## src/rtl/rainbow_scroller.sv

```systemverilog
// rainbow_scroller: scrolling diagonal rainbow bands via a colour ROM, 4-clock pixel pipeline.
// Define RAINBOW_BOUNCE_EN to make the phase ping-pong 0->31->0 instead of wrapping.
module rainbow_scroller #(
    parameter int BAND_SHIFT      = 4,
    parameter int FRAMES_PER_STEP = 4
) (
    input  logic        clk,
    input  logic        reset,
    input  logic [9:0]  x,
    input  logic [9:0]  y,
    input  logic        video_on,
    input  logic        frame_tick,
    input  logic        enable,
    input  logic        freeze,
    output logic [6:0]  rom_addr,
    input  logic [11:0] rom_data,
    output logic [11:0] rgb,
    output logic        rgb_valid
);
    typedef enum logic [1:0] {IDLE = 2'd0, RUN = 2'd1, FREEZE = 2'd2} state_t;
    state_t state, state_nx;
    logic [7:0] frame_cnt;
    logic [4:0] phase, phase_step, band;
    logic       start, step;
    logic [3:0] vo_d;
    logic [2:0] act_d;

    always_comb begin
        state_nx = state;
        case (state)
            IDLE:    state_nx = (enable && frame_tick) ? RUN : IDLE;
            RUN:     state_nx = !enable ? IDLE : freeze ? FREEZE : RUN;
            FREEZE:  state_nx = !enable ? IDLE : freeze ? FREEZE : RUN;
            default: state_nx = IDLE;
        endcase
    end

    assign start = (state == IDLE) && enable && frame_tick;
    assign step  = (state == RUN) && frame_tick && (frame_cnt == 8'(FRAMES_PER_STEP - 1));
    assign band  = 5'(x >> BAND_SHIFT) + 5'(y >> BAND_SHIFT) + phase;

`ifdef RAINBOW_BOUNCE_EN
    logic dir_up;
    assign phase_step = dir_up ? phase + 5'd1 : phase - 5'd1;
    // direction flips on the step that lands on an end value, so ends appear once
    always_ff @(posedge clk) begin
        if (reset || start)
            dir_up <= 1'b1;
        else if (step && (phase_step == 5'd31 || phase_step == 5'd0))
            dir_up <= ~dir_up;
    end
`else
    assign phase_step = phase + 5'd1;
`endif

    always_ff @(posedge clk) begin
        if (reset) begin
            state     <= IDLE;
            phase     <= '0;
            frame_cnt <= '0;
            rom_addr  <= 7'd24;
            vo_d      <= '0;
            act_d     <= '0;
            rgb       <= '0;
        end else begin
            state <= state_nx;
            if (start) begin
                phase     <= '0;
                frame_cnt <= '0;
            end else if (state == RUN && frame_tick) begin
                frame_cnt <= step ? 8'd0 : frame_cnt + 8'd1;
                phase     <= step ? phase_step : phase;
            end
            rom_addr <= (state == IDLE) ? 7'd24 : 7'd24 + {2'b00, band};
            vo_d     <= {vo_d[2:0], video_on};
            act_d    <= {act_d[1:0], state != IDLE};
            // stage 2 of the delay lines lines up with rom_data for the same pixel
            rgb      <= (vo_d[2] && act_d[2]) ? rom_data : 12'h000;
        end
    end

    assign rgb_valid = vo_d[3];
endmodule

```

## config.mk

```make
export PLATFORM = sky130hd
export DESIGN_NAME = rainbow_scroller
export DESIGN_NICKNAME = d
export VERILOG_FILES = /design/src/rtl/rainbow_scroller.sv
export SDC_FILE = /design/constraint.sdc
export NUM_CORES = 1
export LEC_CHECK = 0
export CAP_MARGIN = 20
export CORE_UTILIZATION = 47
export DETAILED_ROUTE_END_ITERATION = 16
export PLACE_DENSITY_LB_ADDON = 0.1
export SLEW_MARGIN = 30
export SYNTH_ARGS = -nofsm -noshare
export SYNTH_HDL_FRONTEND = slang
export SYNTH_SLANG_ARGS = --single-unit
```

## constraint.sdc

```tcl
create_clock -name clk -period 5.4 [get_ports clk]
set_input_delay 0.81 -clock clk [delete_from_list [all_inputs] [get_ports clk]]
set_output_delay 0.81 -clock clk [all_outputs]
set_load 0.01 [all_outputs]
```

==> Yosys cells after proc, flatten, opt, wreduce, memory -nomap -nowiden <==
Cells that the tools add are included.
{ "word_totals": {"elab_cells": 34, "reg_bits": 41, "in_bits": 38} }
{ "classes": {"add_sub_neg": 5, "mux": 5, "bitwise_logic": 1, "reduce_logical": 13, "n_eq_ne": 3} }
{ "op_table": {"columns": ["cell", "count"], "rows": [
  ["5-bit adder", 2],
  ["8-bit by 1-bit adder with 8-bit output (second input constant)", 1],
  ["8-bit by 2-bit equality test with 1-bit output (second input constant)", 1],
  ["8-bit two-way mux", 1],
  ["2-bit OR reduction", 4],
  ["5-bit by 5-bit adder with 6-bit output (first input constant)", 1],
  ["1-bit logical AND", 6],
  ["5-bit by 1-bit adder with 5-bit output (second input constant)", 1],
  ["2-bit two-way mux", 2],
  ["2-bit one-hot mux with 2 select lines", 1],
  ["2-bit by 1-bit equality test with 1-bit output (second input constant)", 1],
  ["2-bit equality test (second input constant)", 1],
  ["2-bit zero test", 1],
  ["2-bit AND reduction", 1],
  ["2-bit nonzero test", 1],
  ["1-bit two-way mux", 1],
  ["1-bit inverter", 1]
]} }

==> Longest topological paths before layout <==
{ "depth": {"ltp_word": 4, "mapped_depth": 9, "ltp_nobuf": 9} }

==> Worst setup path before layout <==
OpenSTA, ideal clock, no wires.
{ "synth_timing": {"path_type": "input -> register", "from": "in y[6]", "to": "reg rom_addr[4]", "setup_time_ns": 0.120, "arrival_ns": 2.341, "n_path_buf": 0, "slack_ns": 2.939, "stages": 7, "cell_sequence": "fa_1 > ha_1 > a21o_1 > a21oi_1 > xnor2_1 > ha_1 > nand2_1"} }
{ "synth_via": {"elab_chain_len": 3} }
{ "synth_rtl": {"columns": ["item", "line_no", "rtl"], "rows": [
  ["start, declared", "10", "input logic [9:0] y,"],
  ["5-bit adder (2 in series)", "40", "assign band = 5'(x >> BAND_SHIFT) + 5'(y >> BAND_SHIFT) + phase;"],
  ["5-bit by 5-bit adder with 6-bit output", "74", "rom_addr <= (state == IDLE) ? 7'd24 : 7'd24 + {2'b00, band};"],
  ["end signal, assigned", "74", null],
  ["end, declared", "15", "output logic [6:0] rom_addr,"]
]} }
No other way between the ends.
A chain may end at the register's enable or synchronous reset.

==> Final worst setup path <==
{ "layout_timing": {"from": "in y[6]", "to": "reg rom_addr[5]"} }
The elaborated chain is that of the path after synthesis.

==> results.sh <==
export IMPL_cp_slowest_cell="fa_1"
export IMPL_fin_crit_sh_pct=49.3
export IMPL_core_area_mm2=0.00318
export IMPL_synth_area_top_cells="dfxtp_1 (49%), ha_1 (6.9%), and3_1 (6.2%), fa_1 (6.2%), xor2_1 (3.8%)"
export IMPL_clockBufferDepth=2
export IMPL_crit_buf_inv=1
export IMPL_cts_setup_buffers=0
export IMPL_ir_drop_uv=214
export IMPL_synth_seq_cells=40
export IMPL_antenna_found_initial=0
export IMPL_worst_setup_path_start_kind="input port"
export IMPL_diodes=0
export IMPL_via_per_inst=4.98
export IMPL_first_global_vias=1220
export IMPL_cts_tree="built"
export IMPL_rsz0062_at_grt="no"
export IMPL_p_sw_mw=0.112
export IMPL_drive_above_1_share_pct=5.45
export IMPL_grt_max_degree=14
export IMPL_arrival_ns=2.92
export IMPL_route_detailed_drc=0
export IMPL_ys_warn_count=0
export IMPL_gr_total_overflow=0
export IMPL_n_fill_cell=259
export IMPL_die_y_um=60.8
export IMPL_p_int_mw=0.475
export IMPL_synth_largest_area_cell="dfxtp_1"
export IMPL_final_util_pct=69.4
export IMPL_reg2reg_depth=7
export IMPL_p_sw_share_pct=19.1
export IMPL_root_buffer="clkbuf_4"
export IMPL_route_vias_total=1224
export IMPL_synthTopCellsByCount="dfxtp_1 (40), and3_1 (16), ha_1 (9), nor2_1 (9)"
export IMPL_clk_latency_ns=0.33
export IMPL_drtIter0Drc=42
export IMPL_worstPathCellList="clkdlybuf4s50_1, fa_1, ha_1, a21o_1, a21oi_1, xnor2_1, ha_1, nor3_1"
export IMPL_htree_num_levels=2
export IMPL_first_pass_iters=5
export IMPL_totalWireLength_mm=3.06
export IMPL_max_freq_mhz=376
export IMPL_synth_edf_count=0
export IMPL_grt_use_total_pct=19.1
export IMPL_status="finished, final reports clean"
export IMPL_synthCells=156
export IMPL_rows=20
export IMPL_fin_skew_ns=0.0146
export IMPL_critPathMaxFanout=2
export IMPL_grt_pass1_wl_mm=5.04
export IMPL_ios=58
export IMPL_crit_top_cell="ha_1"
export IMPL_netlist_area_mm2=0.00163
export IMPL_slowest_delay_ns=0.54
export IMPL_r2r_slack_ns=3.27
export IMPL_syn_nets=208
export IMPL_cts_hold_buf=0
export IMPL_die_w_um=60.8
export IMPL_synthFlopType="dfxtp_1"
export IMPL_total_power_mw=0.587
export IMPL_area_delta_synth_final_pct=35.8
export IMPL_finalSetupTns_ns=0
export IMPL_startpoint="y[6]"
export IMPL_holdPathEnd="act_d[1]"
export IMPL_worstMarginPinSlew_ns=0.605
export IMPL_ys_async_sr_fraction_pct=0
export IMPL_die_area_mm2=0.00370
export IMPL_cp_end_kind="register"
export IMPL_setup_viol=0
export IMPL_synth_sequential_area_ratio_pct=49.3
export IMPL_clk_pin_slew_ns=0.12
export IMPL_slew_violations=0
export IMPL_finalCriticalPeriod_ns=2.66
export IMPL_rr_startpoint="phase[2]"
export IMPL_cts_num_sinks=40
export IMPL_synth_most_common_cell="dfxtp_1"
export IMPL_crit_type="input port to register"
export IMPL_p_per_area_mw_per_mm2=266
export IMPL_cp_top_family="adder cells"
export IMPL_nNetsFinal=254
export IMPL_p_seq_share_pct=51.2
export IMPL_drt_wirelength_per_cell_um=12.4
export IMPL_cp_required_ns=5.66
export IMPL_cts_resized_gates=0
export IMPL_post_synth_cell_area_avg_um2=10.4
export IMPL_detail_route_antenna_nets=0
export IMPL_place_gp_congestion=0.761
export IMPL_hold_path_class="register to register"
export IMPL_initial_core_util_pct=51.1
export IMPL_hold_depth=1
export IMPL_hold_start="act_d[0]"
export IMPL_power_frac_comb_pct=9.7
export IMPL_synth_cell_types=33
export IMPL_max_slew_margin_pct=59.6
export IMPL_hpwlAfterDp_mm=2.48
export IMPL_finalHoldViolations=0
export IMPL_p_leak_nw=0.912
export IMPL_r2r_end="rom_addr[5]"
export IMPL_cap_violations=0
export IMPL_pwr_share_clk_pct=39.1
export IMPL_portBuffers=46
export IMPL_synth_top_cell_area_share_pct=49.3
export IMPL_cts_buffers=5
cell families (layout without fill, tap and decap cells):
family	after synthesis	after routing	share of synthesized area, %
AND/OR/NAND/NOR	61	61	21.9
flip-flops	40	40	49.3
adder cells (fa/ha/maj)	14	14	13.1
buffers and inverters	14	60	3.54
AO/OA/AOI/OAI	13	13	5.00
XOR/XNOR	13	13	7.01
other	1	1	0.231
cell usage in the layout, fill, tap and decap left out, types with 2 or more instances in the layout:
cell type and count:
inv_1 7, and3_1 16, nand2_1 7, clkdlybuf4s50_1 46, nor4b_1 2, nand4_1 3
xnor2_1 6, ha_1 9, clkbuf_4 5, and2_1 2, nor2b_1 6, a21oi_1 6
bufinv_16 2, nor3_1 5, fa_1 5, nor2_1 9, dfxtp_1 40, nand3_1 5
xor2_1 7
worst register-to-register path: stages, from the launching register on:
cell and delay [ns]:
dfxtp_1 0.43, fa_1 0.49, ha_1 0.31, a21o_1 0.17, a21oi_1 0.17, xnor2_1 0.12, ha_1 0.19, nor3_1 0.18
through the flow:
stage / area (um^2) / cells / setup slack, ns / hold WS [ns]
2_1_floorplan: 1630 / 156 / 2.94 / 0.414
3_3_place_gp: 2110 / 239 / 2.43 / 0.427
3_5_place_dp: 2110 / 239 / 2.36 / 0.431
4_1_cts: 2210 / 246 / 2.72 / 0.457
5_1_grt: 2210 / 246 / 2.61 / 0.472
6_report: 2210 / 246 / 2.74 / 0.454
metal layers:
layer,GRT usage [%],wire length (um),up-vias
li1,-,-,616
met5,0,0,-
met3,7.04,126,2
met2,34.7,1640,27
met4,5.84,15,0
met1,20.6,1270,579
cell type report:
type	count	area, um^2	share of cell area [%]
flip-flops and latches	40	801	36.3
multi-input cells	102	767	34.8
repair buffers	46	460	20.9
clock inverters	2	60.1	2.72
well taps	44	55.1	2.49
clock buffers	5	37.5	1.70
inverters	7	26.3	1.19
state kept, by name (all words and copies together) (netlist names):
register   count
rgb           12
frame_cnt      8
rom_addr       6
phase          5
vo_d           4
act_d          3
state          2
how the worst max path moves through the flow:
| stage | end | depth (start not counted) |
|---|---|---|
| 3_5_place_dp | rom_addr[5] | 7 |
| 4_1_cts | rom_addr[5] | 7 |
| 2_1_floorplan | rom_addr[4] | 7 |
| 5_1_grt | rom_addr[5] | 8 |
| 3_3_place_gp | rom_addr[4] | 8 |
| 6_report | rom_addr[5] | 8 |
power by group through the flow:
stage | Sequential [mW] | Clock [mW] | Combinational, mW
floorplan | 0.307 | 0 | 0.0268
global placement | 0.307 | 0 | 0.0553
detailed placement | 0.307 | 0 | 0.0577
CTS | 0.300 | 0.236 | 0.0580
global route | 0.301 | 0.254 | 0.0634
finish | 0.300 | 0.230 | 0.0570
Power figures use the tool's default switching activity.
